## src/rtl/cmos_pixel_packer.sv

```systemverilog
// Packs the CMOS sensor byte stream into whole pixels framed by VSYNC/HREF,
// tagging each pixel with x/y, sof/eol and flagging malformed lines/frames.
module cmos_pixel_packer #(
  parameter int DATA_W        = 8,
  parameter int BYTES_PER_PIX = 2,
  parameter int MSB_FIRST     = 1,
  parameter int H_ACTIVE      = 640,
  parameter int V_ACTIVE      = 480,
  localparam int XW           = (H_ACTIVE > 1) ? $clog2(H_ACTIVE) : 1,
  localparam int YW           = (V_ACTIVE > 1) ? $clog2(V_ACTIVE) : 1,
  localparam int PIX_W        = DATA_W * BYTES_PER_PIX
) (
  input  logic              CMOS_oCLK,
  input  logic              iRST_N,
  input  logic              CMOS_VSYNC,
  input  logic              CMOS_HREF,
  input  logic [DATA_W-1:0] DATA,
  output logic [PIX_W-1:0]  pix_data,
  output logic              pix_valid,
  output logic [XW-1:0]     pix_x,
  output logic [YW-1:0]     pix_y,
  output logic              sof,
  output logic              eol,
  output logic              frame_done,
  output logic              line_err,
  output logic              frame_err
);

  localparam int PHW = (BYTES_PER_PIX > 1) ? $clog2(BYTES_PER_PIX) : 1;
  localparam logic [PHW-1:0] PH_LAST = PHW'(BYTES_PER_PIX - 1);
  localparam logic [XW:0]    X_LIM   = (XW+1)'(H_ACTIVE);
  localparam logic [XW:0]    X_LAST  = (XW+1)'(H_ACTIVE - 1);
  localparam logic [YW:0]    Y_LIM   = (YW+1)'(V_ACTIVE);

  typedef enum logic [1:0] {S_IDLE, S_VSYNC, S_FRAME} state_t;

  state_t            state_q, state_d;
  logic              vsync_q, href_q;
  logic [PHW-1:0]    phase_q, phase_d;
  logic [XW:0]       x_q, x_d;
  logic [YW:0]       y_q, y_d;
  logic              xovf_q, xovf_d;
  logic              yovf_q, yovf_d;
  logic              line_seen_q, line_seen_d;
  logic [PIX_W-1:0]  asm_q, asm_d, asm_shift;

  logic [PIX_W-1:0]  pix_data_q, pix_data_d;
  logic              pix_valid_q, pix_valid_d;
  logic [XW-1:0]     pix_x_q, pix_x_d;
  logic [YW-1:0]     pix_y_q, pix_y_d;
  logic              sof_q, sof_d, eol_q, eol_d;
  logic              frame_done_q, frame_done_d;
  logic              line_err_q, line_err_d;
  logic              frame_err_q, frame_err_d;

  logic vsync_rise, capture, line_end;

  generate
    if (BYTES_PER_PIX == 1) begin : g_single
      always_comb asm_shift = DATA;
    end else if (MSB_FIRST != 0) begin : g_msb
      always_comb asm_shift = {asm_q[PIX_W-DATA_W-1:0], DATA};
    end else begin : g_lsb
      always_comb asm_shift = {DATA, asm_q[PIX_W-1:DATA_W]};
    end
  endgenerate

  // A VSYNC rise while HREF is still high ends the line on that same edge.
  always_comb begin
    vsync_rise = CMOS_VSYNC & ~vsync_q;
    capture    = (state_q == S_FRAME) && CMOS_HREF && !vsync_rise;
    line_end   = (state_q == S_FRAME) && line_seen_q &&
                 ((href_q && !CMOS_HREF) || (vsync_rise && CMOS_HREF));
  end

  always_comb begin
    state_d      = state_q;
    phase_d      = phase_q;
    x_d          = x_q;
    y_d          = y_q;
    xovf_d       = xovf_q;
    yovf_d       = yovf_q;
    line_seen_d  = line_seen_q;
    asm_d        = asm_q;
    pix_data_d   = pix_data_q;
    pix_x_d      = pix_x_q;
    pix_y_d      = pix_y_q;
    pix_valid_d  = 1'b0;
    sof_d        = 1'b0;
    eol_d        = 1'b0;
    line_err_d   = 1'b0;
    frame_done_d = 1'b0;
    frame_err_d  = 1'b0;

    case (state_q)
      S_IDLE, S_VSYNC: begin
        phase_d     = '0;
        x_d         = '0;
        y_d         = '0;
        xovf_d      = 1'b0;
        yovf_d      = 1'b0;
        line_seen_d = 1'b0;
        if (state_q == S_IDLE && CMOS_VSYNC)       state_d = S_VSYNC;
        else if (state_q == S_VSYNC && !CMOS_VSYNC) state_d = S_FRAME;
      end
      S_FRAME: begin
        if (!CMOS_HREF) phase_d = '0;
        if (capture) begin
          line_seen_d = 1'b1;
          asm_d       = asm_shift;
          if (phase_q == PH_LAST) begin
            phase_d = '0;
            if (x_q < X_LIM) begin
              x_d = x_q + (XW+1)'(1);
              if (y_q < Y_LIM) begin
                pix_valid_d = 1'b1;
                pix_data_d  = asm_shift;
                pix_x_d     = x_q[XW-1:0];
                pix_y_d     = y_q[YW-1:0];
                sof_d       = (x_q == '0) && (y_q == '0);
                eol_d       = (x_q == X_LAST);
              end
            end else begin
              xovf_d = 1'b1;
            end
          end else begin
            phase_d = phase_q + PHW'(1);
          end
        end
        if (line_end) begin
          line_err_d  = (phase_q != '0) || (x_q != X_LIM) || xovf_q;
          phase_d     = '0;
          x_d         = '0;
          xovf_d      = 1'b0;
          line_seen_d = 1'b0;
          if (y_q < Y_LIM) y_d = y_q + (YW+1)'(1);
          else             yovf_d = 1'b1;
        end
        if (vsync_rise) begin
          frame_done_d = 1'b1;
          frame_err_d  = (y_d != Y_LIM) || yovf_d;
          state_d      = S_VSYNC;
        end
      end
      default: state_d = S_IDLE;
    endcase
  end

  always_ff @(posedge CMOS_oCLK or negedge iRST_N) begin
    if (!iRST_N) begin
      state_q      <= S_IDLE;
      vsync_q      <= 1'b0;
      href_q       <= 1'b0;
      phase_q      <= '0;
      x_q          <= '0;
      y_q          <= '0;
      xovf_q       <= 1'b0;
      yovf_q       <= 1'b0;
      line_seen_q  <= 1'b0;
      asm_q        <= '0;
      pix_data_q   <= '0;
      pix_valid_q  <= 1'b0;
      pix_x_q      <= '0;
      pix_y_q      <= '0;
      sof_q        <= 1'b0;
      eol_q        <= 1'b0;
      frame_done_q <= 1'b0;
      line_err_q   <= 1'b0;
      frame_err_q  <= 1'b0;
    end else begin
      state_q      <= state_d;
      vsync_q      <= CMOS_VSYNC;
      href_q       <= CMOS_HREF;
      phase_q      <= phase_d;
      x_q          <= x_d;
      y_q          <= y_d;
      xovf_q       <= xovf_d;
      yovf_q       <= yovf_d;
      line_seen_q  <= line_seen_d;
      asm_q        <= asm_d;
      pix_data_q   <= pix_data_d;
      pix_valid_q  <= pix_valid_d;
      pix_x_q      <= pix_x_d;
      pix_y_q      <= pix_y_d;
      sof_q        <= sof_d;
      eol_q        <= eol_d;
      frame_done_q <= frame_done_d;
      line_err_q   <= line_err_d;
      frame_err_q  <= frame_err_d;
    end
  end

  always_comb begin
    pix_data   = pix_data_q;
    pix_valid  = pix_valid_q;
    pix_x      = pix_x_q;
    pix_y      = pix_y_q;
    sof        = sof_q;
    eol        = eol_q;
    frame_done = frame_done_q;
    line_err   = line_err_q;
    frame_err  = frame_err_q;
  end

endmodule

```

## config.mk

```make
export PLATFORM = sky130hd
export DESIGN_NAME = cmos_pixel_packer
export DESIGN_NICKNAME = d
export VERILOG_FILES = /design/src/rtl/cmos_pixel_packer.sv
export SDC_FILE = /design/constraint.sdc
export NUM_CORES = 1
export LEC_CHECK = 0
export ABC_AREA = 1
export CORE_MARGIN = 4
export CORE_UTILIZATION = 56
export CTS_BUF_LIST = sky130_fd_sc_hd__clkbuf_4
export DETAILED_ROUTE_END_ITERATION = 6
export HOLD_SLACK_MARGIN = 0.05
export PLACE_DENSITY = 0.82
export SYNTH_ARGS = -nofsm -noshare
export SYNTH_HDL_FRONTEND = slang
export SYNTH_SLANG_ARGS = --single-unit
```

## constraint.sdc

```tcl
create_clock -name CMOS_oCLK -period 2.1 [get_ports CMOS_oCLK]
set_input_delay 0.42 -clock CMOS_oCLK [delete_from_list [all_inputs] [get_ports CMOS_oCLK]]
set_output_delay 0.42 -clock CMOS_oCLK [all_outputs]
set_load 0.03 [all_outputs]
```

==> impl_results.rst, run 1 <==
.. list-table::
   :header-rows: 1

   * - Metric
     - Value
   * - Status
     - finished, final reports clean
   * - WP data required
     - 1680 ps
   * - Final count of hold timing violations
     - 0
   * - Total nets after synthesis
     - 412
   * - Static leakage
     - 2.081 nW
   * - Area fraction in compound gates after synthesis
     - 0.1063
   * - Routability-driven placement congestion ratio
     - 0.8883
   * - Mean routed wirelength per cell
     - 13.54 um
   * - Clock buffers created by TritonCTS
     - 9
   * - Number of antenna violations at the first check in global routing
     - 0
   * - Most frequent standard cell in the layout excluding fill and tap cells
     - nand2_1
   * - Sum of internal, switching and leakage power
     - 3.334 mW
   * - Register-to-register setup slack
     - 270 ps
   * - Count of nets after finishing
     - 482
   * - Fill cell count
     - 445
   * - Slowest Stage Delay on Critical Path
     - 700 ps
   * - Worst Setup Path Type
     - reg -> out
   * - Root Buffer
     - clkbuf_4
   * - Power density relative to cell area
     - 776.7 nW/um^2
   * - Kind of launch point of the worst setup path
     - register
   * - Fraction of the mapped netlist area in adder cells
     - 0.01441
   * - Worst max-slew margin expressed relative to the limit
     - 0.6608
   * - Post-detailed-placement half-perimeter wirelength
     - 5.605 mm
   * - Cell count of the worst reg-to-reg path
     - 10
   * - CTS Hold Bufs
     - 1
   * - DR vias/cell
     - 5.251
   * - Total via count in the routed design
     - 2867
   * - Post-layout minimum cycle time
     - 1909 ps
   * - Clock latency on the worst-skew pair
     - 420 ps
   * - Fraction of synthesized cell area in xor and xnor cells
     - 0.002523
   * - Number of standard cells after synthesis
     - 396
   * - Number of input and output port buffers inserted
     - 52
   * - Routed Wire Length
     - 7.394 mm
   * - Largest family of logic cells by synthesized area
     - simple AND/OR/NAND/NOR gates
   * - Number of warnings issued by yosys
     - 0
   * - Crit path buf inv count
     - 1
   * - Layout cell share with drive strength beyond 1
     - 0.1104
   * - Critical Path End Type
     - output port
   * - CTS tree
     - built
   * - Fin cells
     - 546
   * - Sequential fraction of the synthesis area
     - 0.5622
   * - Flop and latch count out of synthesis
     - 78
   * - Initial DRT Pass Iterations
     - 5
   * - Combined global-route utilization of all metal layers
     - 0.2127
   * - Iteration-0 DRC Markers
     - 229
   * - Fmax
     - 0.5240 GHz
   * - Summed instance area of the synthesized netlist
     - 3472 sq um
   * - Residual antenna-violating net count after detailed routing
     - 0
   * - Number of stages on the worst setup path
     - 1
   * - Placed cell count
     - 529
   * - Core region area
     - 5956 sq um
   * - Count of different cell masters after synthesis
     - 34
   * - Number of rows created at floorplan
     - 28
   * - Max Transition Viols Final
     - 0
   * - Cts repair resizes
     - 0
   * - Overall die area
     - 7524 sq um
   * - Setup repair after global routing missed its margin
     - false
   * - Pin count of the biggest net entering global routing
     - 43
   * - Switching share of power
     - 0.3223
   * - Via count of the first global-routing pass
     - 2643
   * - Final routed DRC violation total
     - 0
   * - Clock network fraction of design power
     - 0.232
   * - Design internal power
     - 2.259 mW
   * - Final worst hold slack
     - 481.3 ps
   * - Number of top-level pins
     - 53
   * - Diodes inserted
     - 0
   * - Kind of cell with the highest combined delay on the critical path
     - buffers and inverters
   * - Number of clock sinks
     - 78
   * - Wire length of the first global-routing pass
     - 12.43 mm
   * - Sequential group share of total power
     - 0.535
   * - Post-route cell area
     - 4293 sq um
   * - Commonest cells after routing, fill and taps aside
     - 112 x nand2_1, 78 x dfrtp_1, 51 x clkdlybuf4s50_1
   * - Largest driver fanout on the critical path
     - 2
   * - Worst Setup SP
     - pix_x[9]$_DFFE_PN0P_
   * - Destination of the worst register-to-register timing path
     - frame_err$_DFF_PN0_
   * - Post-synthesis simple-gate area fraction
     - 0.2454
   * - Longest Clk Path Bufs
     - 2
   * - Die height
     - 86.74 um
   * - Worst supply voltage drop on vdd
     - 542.2 uV
   * - Setup repair bufs after CTS
     - 0
   * - Horizontal die dimension
     - 86.74 um
   * - Path type of the worst min-delay path
     - reg -> reg
   * - Relative contribution of combinational cells to total power
     - 0.233
   * - Switch Pwr
     - 1.075 mW
   * - Crit path arrival time
     - 1490 ps
   * - Highest-delay cell along the critical path
     - clkdlybuf4s50_1
   * - Placed Area
     - 4169 sq um
   * - Setup clock skew after layout
     - 9.827 ps
   * - Start of the worst register-to-register path
     - state_q[0]$_DFFE_PN0P_
   * - End of the critical path
     - pix_x[9]
   * - Maximum level of the CTS H-tree
     - 3
   * - Portion of netlist area occupied by mux cells
     - 0
   * - Clock transition time at the flip-flop clock pins of the worst setup and hold paths
     - 120 ps
   * - Ratio of final minimum period to clock period
     - 0.9088
   * - CP cell instances
     - clkdlybuf4s50_1
   * - Measured slew at the worst slew-check pin
     - 507.5 ps
   * - Final setup violating endpoints
     - 0
   * - Sum of negative setup slack
     - 0 ps
   * - Congestion Overflow GR
     - 0
   * - Number of max-capacitance violations reported
     - 0
   * - Initial Utilization
     - 0.5830
   * - P&R area growth vs syn
     - 23.64%
   * - Syn Area/Cell
     - 8.768 sq um
## flip-flops by register name (all words and copies together), names as in the netlist, 2 cells and up
signal,cells
pix_data,16
x_q,11
pix_x,10
y_q,10
pix_y,9
asm_q,8
state_q,2
## through the flow
stage / setup slack (ps) / utilization
floorplan: 517.4 / -
global placement: -84.56 / 0.7000
detailed placement: -107.5 / 0.7000
CTS: 169.7 / 0.7208
global route: 36.66 / 0.7208
finish: 191.4 / 0.7208
## power by group through the flow
| stage | Sequential, mW | Combinational [mW] | Clock [mW] |
|---|---|---|---|
| 2_1_floorplan | 1.97 | 0.281 | 0 |
| 3_3_place_gp | 1.81 | 0.760 | 0 |
| 3_5_place_dp | 1.81 | 0.784 | 0 |
| 4_1_cts | 1.78 | 0.785 | 0.798 |
| 5_1_grt | 1.81 | 0.848 | 0.858 |
| 6_report | 1.78 | 0.778 | 0.774 |
## synth_stat cells, drive strengths merged
cell | instances | area [sq um]
a21oi | 4 | 20.02
a22oi | 1 | 7.510
and3 | 2 | 12.51
a31oi | 2 | 12.51
nand2 | 118 | 472.9
o211a | 1 | 10.01
nor4b | 1 | 15.01
o21ai | 50 | 257.8
o31ai | 1 | 7.510
o211ai | 1 | 7.510
xor2 | 1 | 8.760
clkbuf | 4 | 15.01
nand3 | 18 | 90.09
o22ai | 4 | 25.02
nor3 | 5 | 25.02
dfrtp | 78 | 1952
buf | 5 | 37.53
ha | 4 | 50.05
inv | 50 | 187.7
a41oi | 1 | 8.760
nand4 | 5 | 46.29
nor2 | 37 | 177.7
a211oi | 1 | 12.51
nor4 | 2 | 12.51
## logic make-up after synthesis
| group | count (synthesis) |
|---|---|
| AO/OA/AOI/OAI | 66 |
| buffers and inverters | 59 |
| XOR/XNOR | 1 |
| flip-flops | 78 |
| adder cells (fa/ha/maj) | 4 |
| AND/OR/NAND/NOR | 188 |
## layout make-up
type                       count  area [sq um]  share of cell area
clock buffer                  12         90.09             0.02099
timing repair buffer          68         665.6              0.1551
multi-input combinational    259          1280              0.2982
clock inverter                 4         23.77            0.005538
sequential                    78          1952              0.4547
inverter                      50         187.7             0.04372
tap                           75         93.84             0.02186
## worst min path at each step
stage	start	cells past startpoint	end	slack, ps
3_5_place_dp	iRST_N	1	pix_data[12]$_DFFE_PN0P_	410
4_1_cts	iRST_N	2	pix_data[12]$_DFFE_PN0P_	490
3_3_place_gp	iRST_N	1	pix_data[12]$_DFFE_PN0P_	400
5_1_grt	iRST_N	2	pix_data[12]$_DFFE_PN0P_	520
6_report	pix_data[13]$_DFFE_PN0P_	2	pix_data[13]$_DFFE_PN0P_	480
2_1_floorplan	iRST_N	0	asm_q[0]$_DFFE_PN0P_	120
## tightest hold or removal path, stage by stage, from the launching register on
cell,delay (ps)
dfrtp_1,360
nand2_1,50
nand2_1,40
## layer usage
metal,share of wire,GRT usage
met1,0.45,0.2977
met2,0.46,0.3324
met3,0.065,0.03232
met4,0.018,0.08924
met5,0,0
Power figures use the tool's default switching activity.
==> run 2, diff against run 1 <==
--- a/config.mk
+++ b/config.mk
@@ -6,12 +6,16 @@
 export NUM_CORES = 1
 export LEC_CHECK = 0
 export ABC_AREA = 1
+export CELL_PAD_IN_SITES_DETAIL_PLACEMENT = 2
+export CELL_PAD_IN_SITES_GLOBAL_PLACEMENT = 2
 export CORE_MARGIN = 4
-export CORE_UTILIZATION = 56
+export CORE_UTILIZATION = 34
 export CTS_BUF_LIST = sky130_fd_sc_hd__clkbuf_4
+export CTS_CLUSTER_DIAMETER = 50
 export DETAILED_ROUTE_END_ITERATION = 6
 export HOLD_SLACK_MARGIN = 0.05
-export PLACE_DENSITY = 0.82
+export PLACE_DENSITY_LB_ADDON = 0.1
+export SKIP_LAST_GASP = 1
 export SYNTH_ARGS = -nofsm -noshare
 export SYNTH_HDL_FRONTEND = slang
 export SYNTH_SLANG_ARGS = --single-unit
==> run 2 against run 1 <==
Worst hold slack lost 20 ps; worst setup slack lost 5.4 ps; register-to-register slack is essentially flat; maximum frequency shrank 0.28%; cell area grew 2.7%; clock power shrank 3.5%; critical path depth is the same; combinational power grew 6.7%; first-iteration DRC count shrank 41%; die area grew 58%; core utilization shrank 27 points; flip-flop and latch count is the same; largest power group unchanged.
==> impl_results.rst, run 2 (same netlist as run 1, synthesis figures left out) <==
.. list-table::
   :header-rows: 1

   * - Metric
     - Value
   * - Sum of negative setup slack
     - 0 ps (unchanged)
   * - CP cell instances
     - clkdlybuf4s50_1 (unchanged)
   * - Commonest cells after routing, fill and taps aside
     - 112 x nand2_1, 78 x dfrtp_1, 51 x clkdlybuf4s50_1 (unchanged)
   * - Most frequent standard cell in the layout excluding fill and tap cells
     - nand2_1 (unchanged)
   * - Clock latency on the worst-skew pair
     - 430 ps (was 420 ps)
   * - Final count of hold timing violations
     - 0 (unchanged)
   * - Worst max-slew margin expressed relative to the limit
     - 0.7451 (was 0.6608)
   * - Final routed DRC violation total
     - 0 (unchanged)
   * - Wire length of the first global-routing pass
     - 17.44 mm (was 12.43 mm)
   * - Sequential group share of total power
     - 0.532 (was 0.535)
   * - Number of input and output port buffers inserted
     - 52 (unchanged)
   * - Detailed-routed wire length on met2
     - 4.912 mm (was 3.431 mm)
   * - Max Transition Viols Final
     - 0 (unchanged)
   * - Number of top-level pins
     - 53 (unchanged)
   * - CTS tree
     - built (unchanged)
   * - Placed cell count
     - 592 (was 529)
   * - Root Buffer
     - clkbuf_4 (unchanged)
   * - Horizontal die dimension
     - 109.1 um (was 86.74 um)
   * - Layout cell share with drive strength beyond 1
     - 0.1139 (was 0.1104)
   * - Post-detailed-placement half-perimeter wirelength
     - 7.740 mm (was 5.605 mm)
   * - Diodes inserted
     - 0 (unchanged)
   * - Highest-delay cell along the critical path
     - clkdlybuf4s50_1 (unchanged)
   * - Initial Utilization
     - 0.3520 (was 0.5830)
   * - Worst Setup Path Type
     - reg -> out (unchanged)
   * - Ratio of final minimum period to clock period
     - 0.9114 (was 0.9088)
   * - Kind of launch point of the worst setup path
     - register (unchanged)
   * - Worst supply voltage drop on vdd
     - 269.8 uV (was 542.2 uV)
   * - Count of nets after finishing
     - 487 (was 482)
   * - Initial DRT Pass Iterations
     - 4 (was 5)
   * - Number of clock sinks
     - 78 (unchanged)
   * - Path type of the worst min-delay path
     - in -> async (was reg -> reg)
   * - Congestion Overflow GR
     - 0 (unchanged)
   * - Crit path buf inv count
     - 1 (unchanged)
   * - P&R area growth vs syn
     - 27.03% (was 23.64%)
   * - Met1 wire length
     - 4.763 mm (was 3.347 mm)
   * - Routed length on met3
     - 371 um (was 483 um)
   * - Measured slew at the worst slew-check pin
     - 381.4 ps (was 507.5 ps)
   * - Power density relative to cell area
     - 764.0 nW/um^2 (was 776.7 nW/um^2)
   * - Maximum level of the CTS H-tree
     - 3 (unchanged)
   * - Clock network fraction of design power
     - 0.222 (was 0.232)
   * - Fin cells
     - 607 (was 546)
   * - Pin count of the biggest net entering global routing
     - 52 (was 43)
   * - Number of max-capacitance violations reported
     - 0 (unchanged)
   * - DR vias/cell
     - 4.870 (was 5.251)
   * - Relative contribution of combinational cells to total power
     - 0.246 (was 0.233)
   * - Final setup violating endpoints
     - 0 (unchanged)
   * - Routed Wire Length
     - 10.19 mm (was 7.394 mm)
   * - WP data required
     - 1680 ps (about the same)
   * - Overall die area
     - 11890 sq um (was 7524 sq um)
   * - Design internal power
     - 2.243 mW (was 2.259 mW)
   * - Number of rows created at floorplan
     - 36 (was 28)
   * - Routability-driven placement congestion ratio
     - 0.8386 (was 0.8883)
   * - Switch Pwr
     - 1.127 mW (was 1.075 mW)
   * - Residual antenna-violating net count after detailed routing
     - 0 (unchanged)
   * - Clock buffers created by TritonCTS
     - 9 (unchanged)
   * - Combined global-route utilization of all metal layers
     - 0.1893 (was 0.2127)
   * - Uppermost layer routed
     - met4 (unchanged)
   * - Mean routed wirelength per cell
     - 16.79 um (was 13.54 um)
   * - Placed Area
     - 4304 sq um (was 4169 sq um)
   * - Via count of the first global-routing pass
     - 3297 (was 2643)
   * - Setup repair bufs after CTS
     - 0 (unchanged)
   * - Slowest Stage Delay on Critical Path
     - 700 ps (about the same)
   * - Kind of cell with the highest combined delay on the critical path
     - buffers and inverters (unchanged)
   * - Critical Path End Type
     - output port (unchanged)
   * - Longest Clk Path Bufs
     - 2 (unchanged)
   * - Core region area
     - 9864 sq um (was 5956 sq um)
   * - Post-layout minimum cycle time
     - 1914 ps (was 1909 ps)
   * - Post-route cell area
     - 4410 sq um (was 4293 sq um)
   * - Setup repair after global routing missed its margin
     - false (unchanged)
   * - Final worst hold slack
     - 461.5 ps (was 481.3 ps)
   * - Max reg flops
     - 16 (unchanged)
   * - Register-to-register setup slack
     - 280 ps (was 270 ps)
   * - Switching share of power
     - 0.3344 (was 0.3223)
   * - Utilization after layout
     - 0.4471 (was 0.7208)
   * - Largest driver fanout on the critical path
     - 2 (unchanged)
   * - Static leakage
     - 2.104 nW (was 2.081 nW)
   * - Setup clock skew after layout
     - 12.81 ps (was 9.827 ps)
   * - Crit path arrival time
     - 1490 ps (about the same)
   * - Number of antenna violations at the first check in global routing
     - 0 (unchanged)
   * - Iteration-0 DRC Markers
     - 136 (was 229)
   * - Fmax
     - 0.5225 GHz (was 0.5240 GHz)
   * - Die height
     - 109.1 um (was 86.74 um)
   * - Status
     - finished, final reports clean (unchanged)
   * - Total via count in the routed design
     - 2956 (was 2867)
   * - Clock transition time at the flip-flop clock pins of the worst setup and hold paths
     - 120 ps (about the same)
[run 2: worst paths after layout]
kind	end	start	cells after the start
worst max-delay path	pix_x[7]	pix_x[7]$_DFFE_PN0P_	1
worst min-delay path	x_q[2]$_DFFE_PN0P_	iRST_N	2
worst max register to register	frame_err$_DFF_PN0_	state_q[0]$_DFFE_PN0P_	10
worst min register to register	pix_data[10]$_DFFE_PN0P_	pix_data[10]$_DFFE_PN0P_	2
max in group asynchronous	y_q[1]$_DFFE_PN0P_	iRST_N	3
min in group CMOS_oCLK	pix_data[10]$_DFFE_PN0P_	pix_data[10]$_DFFE_PN0P_	2
[run 2: per-layer routing]
metal	vias up	GRT usage
met5	-	0
met4	0	0.06222
met3	11	0.03079
met2	46	0.3088
met1	1478	0.2567
li1	1421	-
[run 2: what timing repair did]
item                                   in CTS  in global routing
gates resized for setup                     0                  0
hold buffers                                1                  0
endpoints found under the hold margin      27                  0
[run 2: layout make-up]
type	instances	area (sq um)
Clock buffer	11	82.58
Clock inverter	3	13.76
Fill cell	1094	5454
Inverter	50	187.7
Multi-Input combinational cell	259	1280
Sequential cell	78	1952
Tap cell	133	166.4
Timing Repair Buffer	73	728.2
[run 2: through the flow]
stage / total power [mW] / worst slack, ps
2_1_floorplan: 2.247 / 517.4
3_3_place_gp: 2.609 / -57.76
3_5_place_dp: 2.656 / -99.03
4_1_cts: 3.419 / 151.6
5_1_grt: 3.588 / 73.48
6_report: 3.369 / 186.0
[run 2: power by group through the flow]
stage                     clock (mW)  combinational [mW]  sequential, mW
final                          0.747               0.830            1.79
after global routing           0.852               0.916            1.82
after CTS                      0.779               0.845            1.79
after detailed placement           0               0.833            1.82
after global placement             0               0.799            1.81
after floorplan                    0               0.281            1.97
==> run 3, diff against run 2 <==
--- a/config.mk
+++ b/config.mk
@@ -11,10 +11,10 @@
 export CORE_MARGIN = 4
 export CORE_UTILIZATION = 34
 export CTS_BUF_LIST = sky130_fd_sc_hd__clkbuf_4
-export CTS_CLUSTER_DIAMETER = 50
 export DETAILED_ROUTE_END_ITERATION = 6
 export HOLD_SLACK_MARGIN = 0.05
 export PLACE_DENSITY_LB_ADDON = 0.1
+export REMOVE_ABC_BUFFERS = 1
 export SKIP_LAST_GASP = 1
 export SYNTH_ARGS = -nofsm -noshare
 export SYNTH_HDL_FRONTEND = slang
==> run 3 against run 2 <==
Highest routed layer unchanged; power grew 4.8%; largest cell class unchanged; critical path depth is the same; cell area is essentially flat; routed wire length grew 3.0%; flip-flop and latch count is the same; sequential power is essentially flat; non-clock buffer count shrank 1; global-route usage grew 0.28 points; worst setup slack lost 24 ps; core utilization is essentially flat; sequential share of layout area is essentially flat; worst hold slack lost 51 ps.
==> impl_results.rst, run 3 (same netlist as run 1, synthesis figures left out) <==
.. list-table::
   :header-rows: 1

   * - Metric
     - Value
   * - Status
     - finished, final reports clean (unchanged)
   * - Clock buffers created by TritonCTS
     - 9 (unchanged)
   * - Pin count of the biggest net entering global routing
     - 42 (was 52)
   * - Maximum level of the CTS H-tree
     - 3 (unchanged)
   * - Number of clock sinks
     - 78 (unchanged)
   * - Max reg flops
     - 16 (unchanged)
   * - Worst Setup Path Type
     - reg -> out (unchanged)
   * - Destination of the worst register-to-register timing path
     - frame_err$_DFF_PN0_ (unchanged)
   * - Cell count of the worst reg-to-reg path
     - 10 (unchanged)
   * - Number of rows created at floorplan
     - 36 (unchanged)
   * - Worst supply voltage drop on vdd
     - 346.5 uV (was 269.8 uV)
   * - Routed Wire Length
     - 10.50 mm (was 10.19 mm)
   * - Max Transition Viols Final
     - 0 (unchanged)
   * - CTS tree
     - built (unchanged)
   * - Measured slew at the worst slew-check pin
     - 389.5 ps (was 381.4 ps)
   * - Commonest cells after routing, fill and taps aside
     - 112 x nand2_1, 78 x dfrtp_1, 51 x clkdlybuf4s50_1 (unchanged)
   * - Kind of cell with the highest combined delay on the critical path
     - buffers and inverters (unchanged)
   * - Critical Path End Type
     - output port (unchanged)
   * - Setup repair after global routing missed its margin
     - false (unchanged)
   * - Sum of internal, switching and leakage power
     - 3.532 mW (was 3.369 mW)
   * - Kind of launch point of the worst setup path
     - register (unchanged)
   * - Number of top-level pins
     - 53 (unchanged)
   * - Most frequent standard cell in the layout excluding fill and tap cells
     - nand2_1 (unchanged)
   * - Wire length of the first global-routing pass
     - 17.44 mm (unchanged)
   * - Number of antenna violations at the first check in global routing
     - 0 (unchanged)
   * - Fmax
     - 0.5161 GHz (was 0.5225 GHz)
   * - Start of the worst register-to-register path
     - y_q[5]$_DFFE_PN0P_ (was state_q[0]$_DFFE_PN0P_)
   * - DR vias/cell
     - 4.876 (was 4.870)
   * - Final worst hold slack
     - 411.0 ps (was 461.5 ps)
   * - Post-detailed-placement half-perimeter wirelength
     - 7.855 mm (was 7.740 mm)
   * - Setup WS pre-CTS
     - -175.8 ps (was -99.03 ps)
   * - Register-to-register setup slack
     - 170 ps (was 280 ps)
   * - Layout cell share with drive strength beyond 1
     - 0.1160 (was 0.1139)
   * - Final routed DRC violation total
     - 0 (unchanged)
   * - Combined global-route utilization of all metal layers
     - 0.1921 (was 0.1893)
   * - WP data required
     - 1680 ps (about the same)
   * - Placed Area
     - 4272 sq um (was 4304 sq um)
   * - Worst max-slew margin expressed relative to the limit
     - 0.7380 (was 0.7451)
   * - Ratio of final minimum period to clock period
     - 0.9227 (was 0.9114)
   * - Utilization after layout
     - 0.4474 (was 0.4471)
   * - Routability-driven placement congestion ratio
     - 0.7944 (was 0.8386)
   * - Via count of the first global-routing pass
     - 3288 (was 3297)
   * - Post-layout minimum cycle time
     - 1938 ps (was 1914 ps)
   * - Setup clock skew after layout
     - 23.38 ps (was 12.81 ps)
   * - Residual antenna-violating net count after detailed routing
     - 0 (unchanged)
   * - Slowest Stage Delay on Critical Path
     - 690 ps (was 700 ps)
   * - Power density relative to cell area
     - 800.4 nW/um^2 (was 764.0 nW/um^2)
   * - Clock transition time at the flip-flop clock pins of the worst setup and hold paths
     - 130 ps (was 120 ps)
   * - Crit path buf inv count
     - 1 (unchanged)
   * - Initial Utilization
     - 0.3520 (unchanged)
   * - Clock latency on the worst-skew pair
     - 420 ps (was 430 ps)
   * - Final count of hold timing violations
     - 0 (unchanged)
   * - Longest Clk Path Bufs
     - 2 (unchanged)
   * - Largest driver fanout on the critical path
     - 1 (was 2)
   * - Iteration-0 DRC Markers
     - 86 (was 136)
   * - Number of max-capacitance violations reported
     - 0 (unchanged)
   * - Root Buffer
     - clkbuf_4 (unchanged)
   * - Core region area
     - 9864 sq um (unchanged)
   * - Initial DRT Pass Iterations
     - 4 (unchanged)
   * - Diodes inserted
     - 0 (unchanged)
   * - Static leakage
     - 2.104 nW (about the same)
   * - Total via count in the routed design
     - 2960 (was 2956)
   * - Crit path arrival time
     - 1520 ps (was 1490 ps)
   * - Final setup violating endpoints
     - 0 (unchanged)
   * - P&R area growth vs syn
     - 27.10% (was 27.03%)
   * - Post-route worst setup slack
     - 162.3 ps (was 186.0 ps)
   * - Count of nets after finishing
     - 486 (was 487)
   * - Path type of the worst min-delay path
     - in -> async (unchanged)
   * - Number of input and output port buffers inserted
     - 52 (unchanged)
   * - Post-route cell area
     - 4413 sq um (was 4410 sq um)
   * - CP cell instances
     - clkdlybuf4s50_1 (unchanged)
   * - Die height
     - 109.1 um (unchanged)
   * - Fill cell count
     - 1101 (was 1094)
   * - Congestion Overflow GR
     - 0 (unchanged)
   * - Overall die area
     - 11890 sq um (unchanged)
   * - Mean routed wirelength per cell
     - 17.30 um (was 16.79 um)
   * - Highest-delay cell along the critical path
     - clkdlybuf4s50_1 (unchanged)
   * - Horizontal die dimension
     - 109.1 um (unchanged)
-- run 3: metrics by stage --
step | instances | setup TNS (ps)
after CTS | 607 | 0
final | 607 | 0
after global routing | 607 | 0
after floorplan | 387 | 0
after global placement | 591 | -17.39
after detailed placement | 591 | -175.8
-- run 3: worst max-delay path by stage --
stage                           startpoint                   to  slack (ps)  cells after the start
floorplan                       CMOS_VSYNC        sof$_DFF_PN0_          70                      8
global route        state_q[0]$_DFFE_PN0P_  frame_err$_DFF_PN0_           1                     10
global placement                CMOS_VSYNC  frame_err$_DFF_PN0_         -20                     12
CTS                    frame_err$_DFF_PN0_            frame_err         120                      1
finish                 frame_err$_DFF_PN0_            frame_err         160                      1
detailed placement              CMOS_VSYNC  frame_err$_DFF_PN0_        -180                     12
-- run 3: routing by layer --
layer	GRT usage	part of all wire	vias up
met5	0	0	-
met4	0.05951	0.011	0
met3	0.02842	0.031	9
met2	0.3298	0.50	45
met1	0.2495	0.46	1485
li1	-	-	1421
-- run 3: final cells by class --
type / count / area [sq um] / share of cell area
timing repair buffer: 72 / 695.7 / 0.1576
multi-input combinational: 259 / 1280 / 0.2900
tap: 133 / 166.4 / 0.03771
sequential: 78 / 1952 / 0.4423
clock inverter: 4 / 48.80 / 0.01106
inverter: 50 / 187.7 / 0.04253
clock buffer: 11 / 82.58 / 0.01871
-- run 3: worst reg2reg max path, cell delays in order, from the launching register on --
cell and delay, ps:
dfrtp_1 440, nand2_1 140, nor2_1 60, nor2_1 240, nand3_1 230, o21ai_1 250
nand2_1 110, nor2_1 130, nand3_1 80, nor2_1 100, nor2_1 50
-- run 3: where the power goes --
part	total (mW)	internal (mW)	switching, mW	leakage, nW
Combinational	0.825	0.319	0.506	0.963
Clock	0.916	0.383	0.533	0.0767
Sequential	1.79	1.68	0.114	1.06
Total	3.53	2.38	1.15	2.10
-- run 3: what timing repair did --
item,CTS,global route
setup buffers,0,0
hold endpoints to repair,18,0
hold buffers,1,0
resized for setup,0,0
